--- src/rtl/instr_assembler.sv ---
// Streaming instruction assembler: gathers opcode, ext and immediate bytes into one instruction with its PC.
// Latency: out_valid rises the cycle after the final byte transfer; one idle cycle between instructions.
// Backpressure: in_ready drops while an instruction is held; flush/reset override both handshakes.
module instr_assembler #(
   parameter int unsigned     IMM_BYTES    = 2,
   parameter int unsigned     PC_W         = 16,
   parameter logic [PC_W-1:0] RESET_PC     = '0,
   parameter logic [15:0]     EXT_IMM_MASK = 16'h7C8C
) (
   input  logic                   clk,
   input  logic                   rst_n,
   input  logic                   in_valid,
   output logic                   in_ready,
   input  logic [7:0]             in_byte,
   input  logic                   flush,
   input  logic [PC_W-1:0]        flush_pc,
   output logic                   out_valid,
   input  logic                   out_ready,
   output logic [7:0]             out_opcode,
   output logic [1:0]             out_type,
   output logic [7:0]             out_ext,
   output logic [8*IMM_BYTES-1:0] out_imm,
   output logic [PC_W-1:0]        out_pc
);

   localparam int unsigned IMM_W = 8 * IMM_BYTES;
   localparam int unsigned CNT_W = (IMM_BYTES > 1) ? $clog2(IMM_BYTES) : 1;
   localparam logic [CNT_W-1:0] CNT_LOAD = CNT_W'(IMM_BYTES - 1);

   localparam logic [1:0] TY_NORMAL     = 2'd0;
   localparam logic [1:0] TY_NORMAL_IMM = 2'd1;
   localparam logic [1:0] TY_EXT        = 2'd2;
   localparam logic [1:0] TY_EXT_IMM    = 2'd3;

   typedef enum logic [1:0] {
      S_OPC  = 2'd0,
      S_EXT  = 2'd1,
      S_IMM  = 2'd2,
      S_HOLD = 2'd3
   } state_t;

   state_t           state_q, state_d;
   logic [PC_W-1:0]  pc_q, pc_d;
   logic [CNT_W-1:0] cnt_q, cnt_d;
   logic [7:0]       opcode_q, opcode_d;
   logic [1:0]       type_q, type_d;
   logic [7:0]       ext_q, ext_d;
   logic [IMM_W-1:0] imm_q, imm_d;
   logic [PC_W-1:0]  opc_pc_q, opc_pc_d;
   logic             xfer;
   logic [1:0]       new_type;

   // Low nibble selects the family; extended opcodes consult the programmable map on bits [5:2].
   function automatic logic [1:0] classify(input logic [7:0] op);
      logic [1:0] ty;
      if (op[3:0] <= 4'd8) begin
         ty = TY_NORMAL;
      end else if (op[3:0] <= 4'd11) begin
         ty = TY_NORMAL_IMM;
      end else if (EXT_IMM_MASK[op[5:2]]) begin
         ty = TY_EXT_IMM;
      end else begin
         ty = TY_EXT;
      end
      return ty;
   endfunction

   assign new_type = classify(in_byte);
   assign xfer     = in_valid && in_ready;

   // Next-state, datapath capture and handshake outputs; flush overrides everything but reset.
   always_comb begin
      state_d   = state_q;
      pc_d      = pc_q;
      cnt_d     = cnt_q;
      opcode_d  = opcode_q;
      type_d    = type_q;
      ext_d     = ext_q;
      imm_d     = imm_q;
      opc_pc_d  = opc_pc_q;
      in_ready  = 1'b0;
      out_valid = 1'b0;

      case (state_q)
         S_OPC, S_EXT, S_IMM: in_ready  = 1'b1;
         S_HOLD:              out_valid = 1'b1;
         default:             in_ready  = 1'b0;
      endcase
      if (flush || !rst_n) begin
         in_ready = 1'b0;
      end

      if (flush) begin
         state_d = S_OPC;
         cnt_d   = '0;
         pc_d    = flush_pc;
      end else begin
         case (state_q)
            S_OPC: begin
               if (xfer) begin
                  opcode_d = in_byte;
                  type_d   = new_type;
                  opc_pc_d = pc_q;
                  // Clear optional fields so types without them read zero.
                  ext_d    = '0;
                  imm_d    = '0;
                  pc_d     = pc_q + PC_W'(1);
                  case (new_type)
                     TY_NORMAL:     state_d = S_HOLD;
                     TY_NORMAL_IMM: begin
                        state_d = S_IMM;
                        cnt_d   = CNT_LOAD;
                     end
                     default:       state_d = S_EXT;
                  endcase
               end
            end
            S_EXT: begin
               if (xfer) begin
                  ext_d = in_byte;
                  pc_d  = pc_q + PC_W'(1);
                  if (type_q == TY_EXT_IMM) begin
                     state_d = S_IMM;
                     cnt_d   = CNT_LOAD;
                  end else begin
                     state_d = S_HOLD;
                  end
               end
            end
            S_IMM: begin
               if (xfer) begin
                  // Bytes enter at the top and shift down, so the first byte ends up in bits [7:0].
                  imm_d = (imm_q >> 8) | (IMM_W'(in_byte) << (IMM_W - 8));
                  pc_d  = pc_q + PC_W'(1);
                  if (cnt_q == '0) begin
                     state_d = S_HOLD;
                  end else begin
                     cnt_d = cnt_q - CNT_W'(1);
                  end
               end
            end
            S_HOLD: begin
               if (out_ready) begin
                  state_d = S_OPC;
               end
            end
            default: state_d = S_OPC;
         endcase
      end
   end

   // State and datapath registers with synchronous active-low reset.
   always_ff @(posedge clk) begin
      if (!rst_n) begin
         state_q  <= S_OPC;
         pc_q     <= RESET_PC;
         cnt_q    <= '0;
         opcode_q <= '0;
         type_q   <= '0;
         ext_q    <= '0;
         imm_q    <= '0;
         opc_pc_q <= RESET_PC;
      end else begin
         state_q  <= state_d;
         pc_q     <= pc_d;
         cnt_q    <= cnt_d;
         opcode_q <= opcode_d;
         type_q   <= type_d;
         ext_q    <= ext_d;
         imm_q    <= imm_d;
         opc_pc_q <= opc_pc_d;
      end
   end

   assign out_opcode = opcode_q;
   assign out_type   = type_q;
   assign out_ext    = ext_q;
   assign out_imm    = imm_q;
   assign out_pc     = opc_pc_q;

endmodule

--- config.mk ---
export PLATFORM = sky130hd
export DESIGN_NAME = instr_assembler
export DESIGN_NICKNAME = d
export VERILOG_FILES = /design/src/rtl/instr_assembler.sv
export SDC_FILE = /design/constraint.sdc
export NUM_CORES = 1
export LEC_CHECK = 0
export CAP_MARGIN = 20
export CORE_MARGIN = 4
export CORE_UTILIZATION = 44
export CTS_CLUSTER_SIZE = 20
export DETAILED_ROUTE_END_ITERATION = 16
export PLACE_DENSITY_LB_ADDON = 0.25
export SLEW_MARGIN = 20
export SYNTH_ARGS = -nofsm -noshare
export SYNTH_HDL_FRONTEND = slang
export SYNTH_SLANG_ARGS = --single-unit
--- constraint.sdc ---
create_clock -name clk -period 2 [get_ports clk]
set_input_delay 0.4 -clock clk [delete_from_list [all_inputs] [get_ports clk]]
set_output_delay 0.4 -clock clk [all_outputs]
set_load 0.02 [all_outputs]
After elaboration in Yosys (flattened, before gate mapping):

Memory sizes are Yosys's and may differ from the RTL's.
Index checks and enable logic that the tools add are counted.

* add/sub/neg operators: 2
* equality and inequality tests: 12
* reduce and logical (&&, ||, !) cells: 18
* $lt $le $gt $ge: 3
* bitwise logic cells: 3
* muxes and demuxes: 31

Operators with widths (count)
* $mux 16: 5
* $pmux 16 s2: 1
* $add 16x1->16 const B: 1
* $mux 8: 2
* $or 8x16->16: 1
* $pmux 8 s2: 1
* $mux 2: 7
* $mux 1: 12
* $ne 2x2->1 const B: 6
* $le 4x4->1 const B: 2
* $pmux 2 s4: 1
* $reduce_and 4->1: 2
* $reduce_bool 2->1: 4
* $eq 2x2->1 const B: 3
* $reduce_and 6->1: 1
* $lt 4x5->1 const B: 1
* $reduce_and 5->1: 1
* $eq 2x1->1 const B: 2
* $logic_not 2->1: 2
* $pmux 2 s2: 1
* $pmux 1 s3: 1
* $reduce_and 3->1: 1
* $reduce_bool 3->1: 1
* $reduce_or 3->1: 1
* other kinds (8): 9

* bits in registers: 69
* memories kept: 1
* memory bits (read-only): 16

Memories
* (name not given): words 16, width 1, read ports 1, clocked after memory_dff 0, wr ports 0, line 60 `end else if (EXT_IMM_MASK[op[5:2]]) begin`

Logic depth before layout (Yosys ltp):

* depth after elaboration: 9
* mapped depth: 8

Worst setup path after synthesis:

No wires, ideal clock.

* kind: register to register
* start: register state_q[0]
* end: register imm_q[10], in the netlist out_imm[10]
* stages on the path, launching flop included: 9
* buffers on the path: 2
* setup slack: 0.092 ns
* arrival: 1.776 ns
* setup time: 0.132 ns
* clock period less this slack: 1.908 ns
* cell sequence: dfxtp_1 inv_1 ha_1 buf_4 or2_4 a211o_1 buf_2 nand2_1 a21oi_1

* cells in the longest elaborated chain, start to end: 7

RTL lines
* start: declaration: line 42 `state_t state_q, state_d;`
* start signal: assignment: line 164 `state_q <= state_d;`
* $eq 2x2->1, or another cell as far along: line 84, 98
* $reduce_or 3->1 (no source line)
* $mux 1: line 84 `case (state_q)`
* $mux 1: line 89 `if (flush || !rst_n) begin`
* $logic_and 1x1->1: line 69 `assign xfer = in_valid && in_ready;`
* $ne 2x2->1 (no source line)
* $reduce_and 4->1 (no source line)
* end signal: assignment: line 170 `imm_q <= imm_d;`
* end: declaration: line 48 `logic [IMM_W-1:0] imm_q, imm_d;`

Several ways; a longest one is shown, not always the timed one.
A chain may end at the register's enable or synchronous reset.

Final worst setup path:

* start: register state_q[1]
* end: output in_ready

* cells in the longest elaborated chain, start to end: 4

RTL lines
* $eq 2x2->1, or another cell as far along: line 84
* $reduce_or 3->1 (no source line) (*)
* $mux 1 (*): line 84
* $mux 1 (*): line 89
* end: declaration: line 13 `output logic in_ready,`

Mark *: on every way between the ends. The rest lies on a longest branch, timed or not.

==> results.json <==
{
  "outcome": "finished clean",
  "grt_max_degree": 39,
  "ys_seq_elements": 69,
  "reg2reg_to": "pc_q[1]",
  "max_freq_mhz": 530.0,
  "die-area_um2": 8606,
  "fin_nets": 507,
  "final_common_cell": "nand2_1",
  "min_from": "out_imm[1]",
  "core_area_um2": 6869,
  "finalSetupViolCount": 0,
  "ctsHoldBuffers": 0,
  "num_io_pins": 81,
  "synth_edf_count": 0,
  "path_cells": "ha_1, nor3_1, clkdlybuf4s15_1",
  "cp.arrival_ns": 1.49,
  "io_buffers": 80,
  "clock_latency_ns": 0.34,
  "grt.total_usage": 0.1985,
  "h-tree-depth": 3,
  "rsz0062_at_grt": "no",
  "clock-root-buffer": "clkbuf_8",
  "post_cts_buffers": 0,
  "fin_worst_skew_ns": 0.006981,
  "dieWidth_um": 92.77,
  "cts_buffer_depth": 2,
  "finalHoldViolCount": 0,
  "async_flop_share": 0,
  "path_delay_family": "flip-flops",
  "drive_gt1_frac": 0.1111,
  "hp-class": "flop to flop",
  "hold_end": "out_imm[1]",
  "final_max_slew_viol_count": 0,
  "synthDistinctLibCells": 53,
  "fillers": 611,
  "cts_sinks": 69,
  "antenna_found_initial": 0,
  "grt_pass1_wl_mm": 13.75,
  "drt_iter0_markers": 263,
  "power.total_w": 0.003497,
  "final_cell_mix": "nand2_1, clkdlybuf4s50_1, dfxtp_1, a21oi_1, nand3_1",
  "reg2reg_setup_slack_ns": 0.23,
  "fin_crit_sh": 0.9434,
  "path_class": "flop to output port",
  "routedWlPerCell_um": 14.80,
  "cts_tree": "built",
  "viasPerCell": 5.304,
  "holdWs_ns": 0.4509,
  "worstPathRequired_ns": 1.60,
  "synth_fp_nets": 418,
  "die_y_um": 92.77,
  "insertedDiodeCount": 0,
  "start_util": 0.4603,
  "p_leak_nw": 1.527,
  "gr-total-overflow": 0,
  "max_cap_viol_count": 0,
  "cp_max_fo": 5,
  "synth_ff_type": "dfxtp_1",
  "reg2reg_depth": 6,
  "grt_pass1_vias": 2736,
  "ys_warn_count": 0,
  "crit_path_start_kind": "flop",
  "rows": 30,
  "wl_mm": 8.482,
  "hpwl_mm": 5.999,
  "drc_errors": 0,
  "slowest_delay_ns": 0.35,
  "tightestPinTransition_ns": 0.6667,
  "clkTransAtPathRegs_ns": 0.08,
  "synthCells": 383,
  "slew_headroom": 0.5525,
  "syn-cell-area_um2": 3162,
  "slowest_stage": "dfxtp_1",
  "syn_area_per_cell_um2": 8.255,
  "numCtsBuffers": 9,
  "ir_worst_vdd_mv": 0.4204,
  "setup.worst_path.end_class": "output port",
  "antenna_left": 0,
  "period_minus_slack_ns": 1.887,
  "area_delta_synth_final_pct": 39.30,
  "critPathBufInv": 1,
  "dr.pass1.iters": 5,
  "ys_seq_area_frac": 0.4369,
  "gp_congestion": 0.8937,
  "vias": 3039,
  "hold_path_depth": 2,
  "power_density_nw_per_um2": 793.9,
  "timing.rr.start": "state_q[1]"
}
-- per-stage QoR --
step | instance area, um2 | util | setup WS (ns) | instances | setup TNS (ns)
final | 4404 | 0.6412 | 0.1133 | 573 | 0
after global routing | 4404 | 0.6412 | 0.009771 | 573 | 0
after floorplan | 3162 | - | 0.09166 | 383 | 0
after global placement | 4185 | 0.6093 | -0.09357 | 557 | -0.9032
after detailed placement | 4185 | 0.6093 | -0.1655 | 557 | -2.659
after CTS | 4398 | 0.6403 | 0.04983 | 573 | 0
-- worst max path at each step --
stage,end,from,cells past startpoint
6_report,in_ready,state_q[1],3
2_1_floorplan,out_imm[10],state_q[0],8
3_3_place_gp,pc_q[8],rst_n,6
3_5_place_dp,pc_q[4],flush,5
4_1_cts,out_valid,state_q[1],2
5_1_grt,in_ready,state_q[0],3
-- Yosys cell counts, types with 3 or more instances --
library cell   n  area, um2
nand2_1       82      307.8
nand2b_1       3      18.77
mux2i_1        5      50.05
and2_1         3      18.77
nor2_1        12      45.04
nand3_1       29      145.1
ha_1           6      75.07
nor3_1         9      45.04
inv_1          7      26.28
o211ai_1       3      22.52
a22oi_1       11      82.58
dfxtp_1       69       1381
buf_2          9      45.04
nor2b_1        9      56.30
o21ai_0        9      45.04
nand4_1        6      37.54
nor4_1         3      18.77
a21oi_1       36      180.2
clkbuf_1      12      45.04
a21boi_0      14      105.1
buf_4          4      30.03
-- final cells by class --
cell class	instances	area [um2]	area share
Tap cell	96	120.1	0.02727
Clock buffer	10	127.6	0.02898
Clock inverter	6	86.33	0.01960
Sequential cell	69	1381	0.3136
Multi-Input combinational cell	278	1607	0.3648
Timing Repair Buffer	107	1056	0.2398
Inverter	7	26.28	0.005966
-- timing repair --
| action | in CTS | in global routing |
|---|---|---|
| setup endpoints to repair | 1 | 8 |
| gates resized for setup | 1 | 3 |
| endpoints found under the hold margin | 0 | 0 |
-- where the power goes --
part	total (W)	switching (W)	internal, W
Combinational	0.000761	0.000405	0.000356
Sequential	0.00150	0.0000605	0.00144
Clock	0.00124	0.000537	0.000702
Total	0.00350	0.00100	0.00249
-- registers in the layout (all words and copies together) (netlist names) --
signal      cells
out_opcode      8
out_type        2
pc_q           16
cnt_q           1
state_q         2
out_imm        16
out_pc         16
out_ext         8
-- worst min-delay path: stages (launching register included) --
cell and delay (ns):
dfxtp_1 0.31, nand2_1 0.05, a21oi_1 0.05
-- metal layers --
layer	track usage	vias to the layer above	part of all wire	wire [um]
met5	0	-	0	0
met4	0.05861	0	0.010	89
met3	0.05037	8	0.082	692
met2	0.2945	116	0.44	3768
met1	0.2828	1397	0.46	3932
li1	-	1518	-	-
-- kinds of logic (layout without fill, tap and decap cells) --
| group | Yosys count | in the layout | synth area share |
|---|---|---|---|
| XOR/XNOR | 2 | 2 | 0.005541 |
| multiplexers | 7 | 7 | 0.02295 |
| adder cells (fa/ha/maj) | 6 | 6 | 0.02374 |
| AO/OA/AOI/OAI | 92 | 92 | 0.1903 |
| AND/OR/NAND/NOR | 171 | 171 | 0.2647 |
| buffers and inverters | 36 | 130 | 0.05580 |
| flip-flops | 69 | 69 | 0.4369 |
Note: power is estimated with default switching activity, not from simulation.
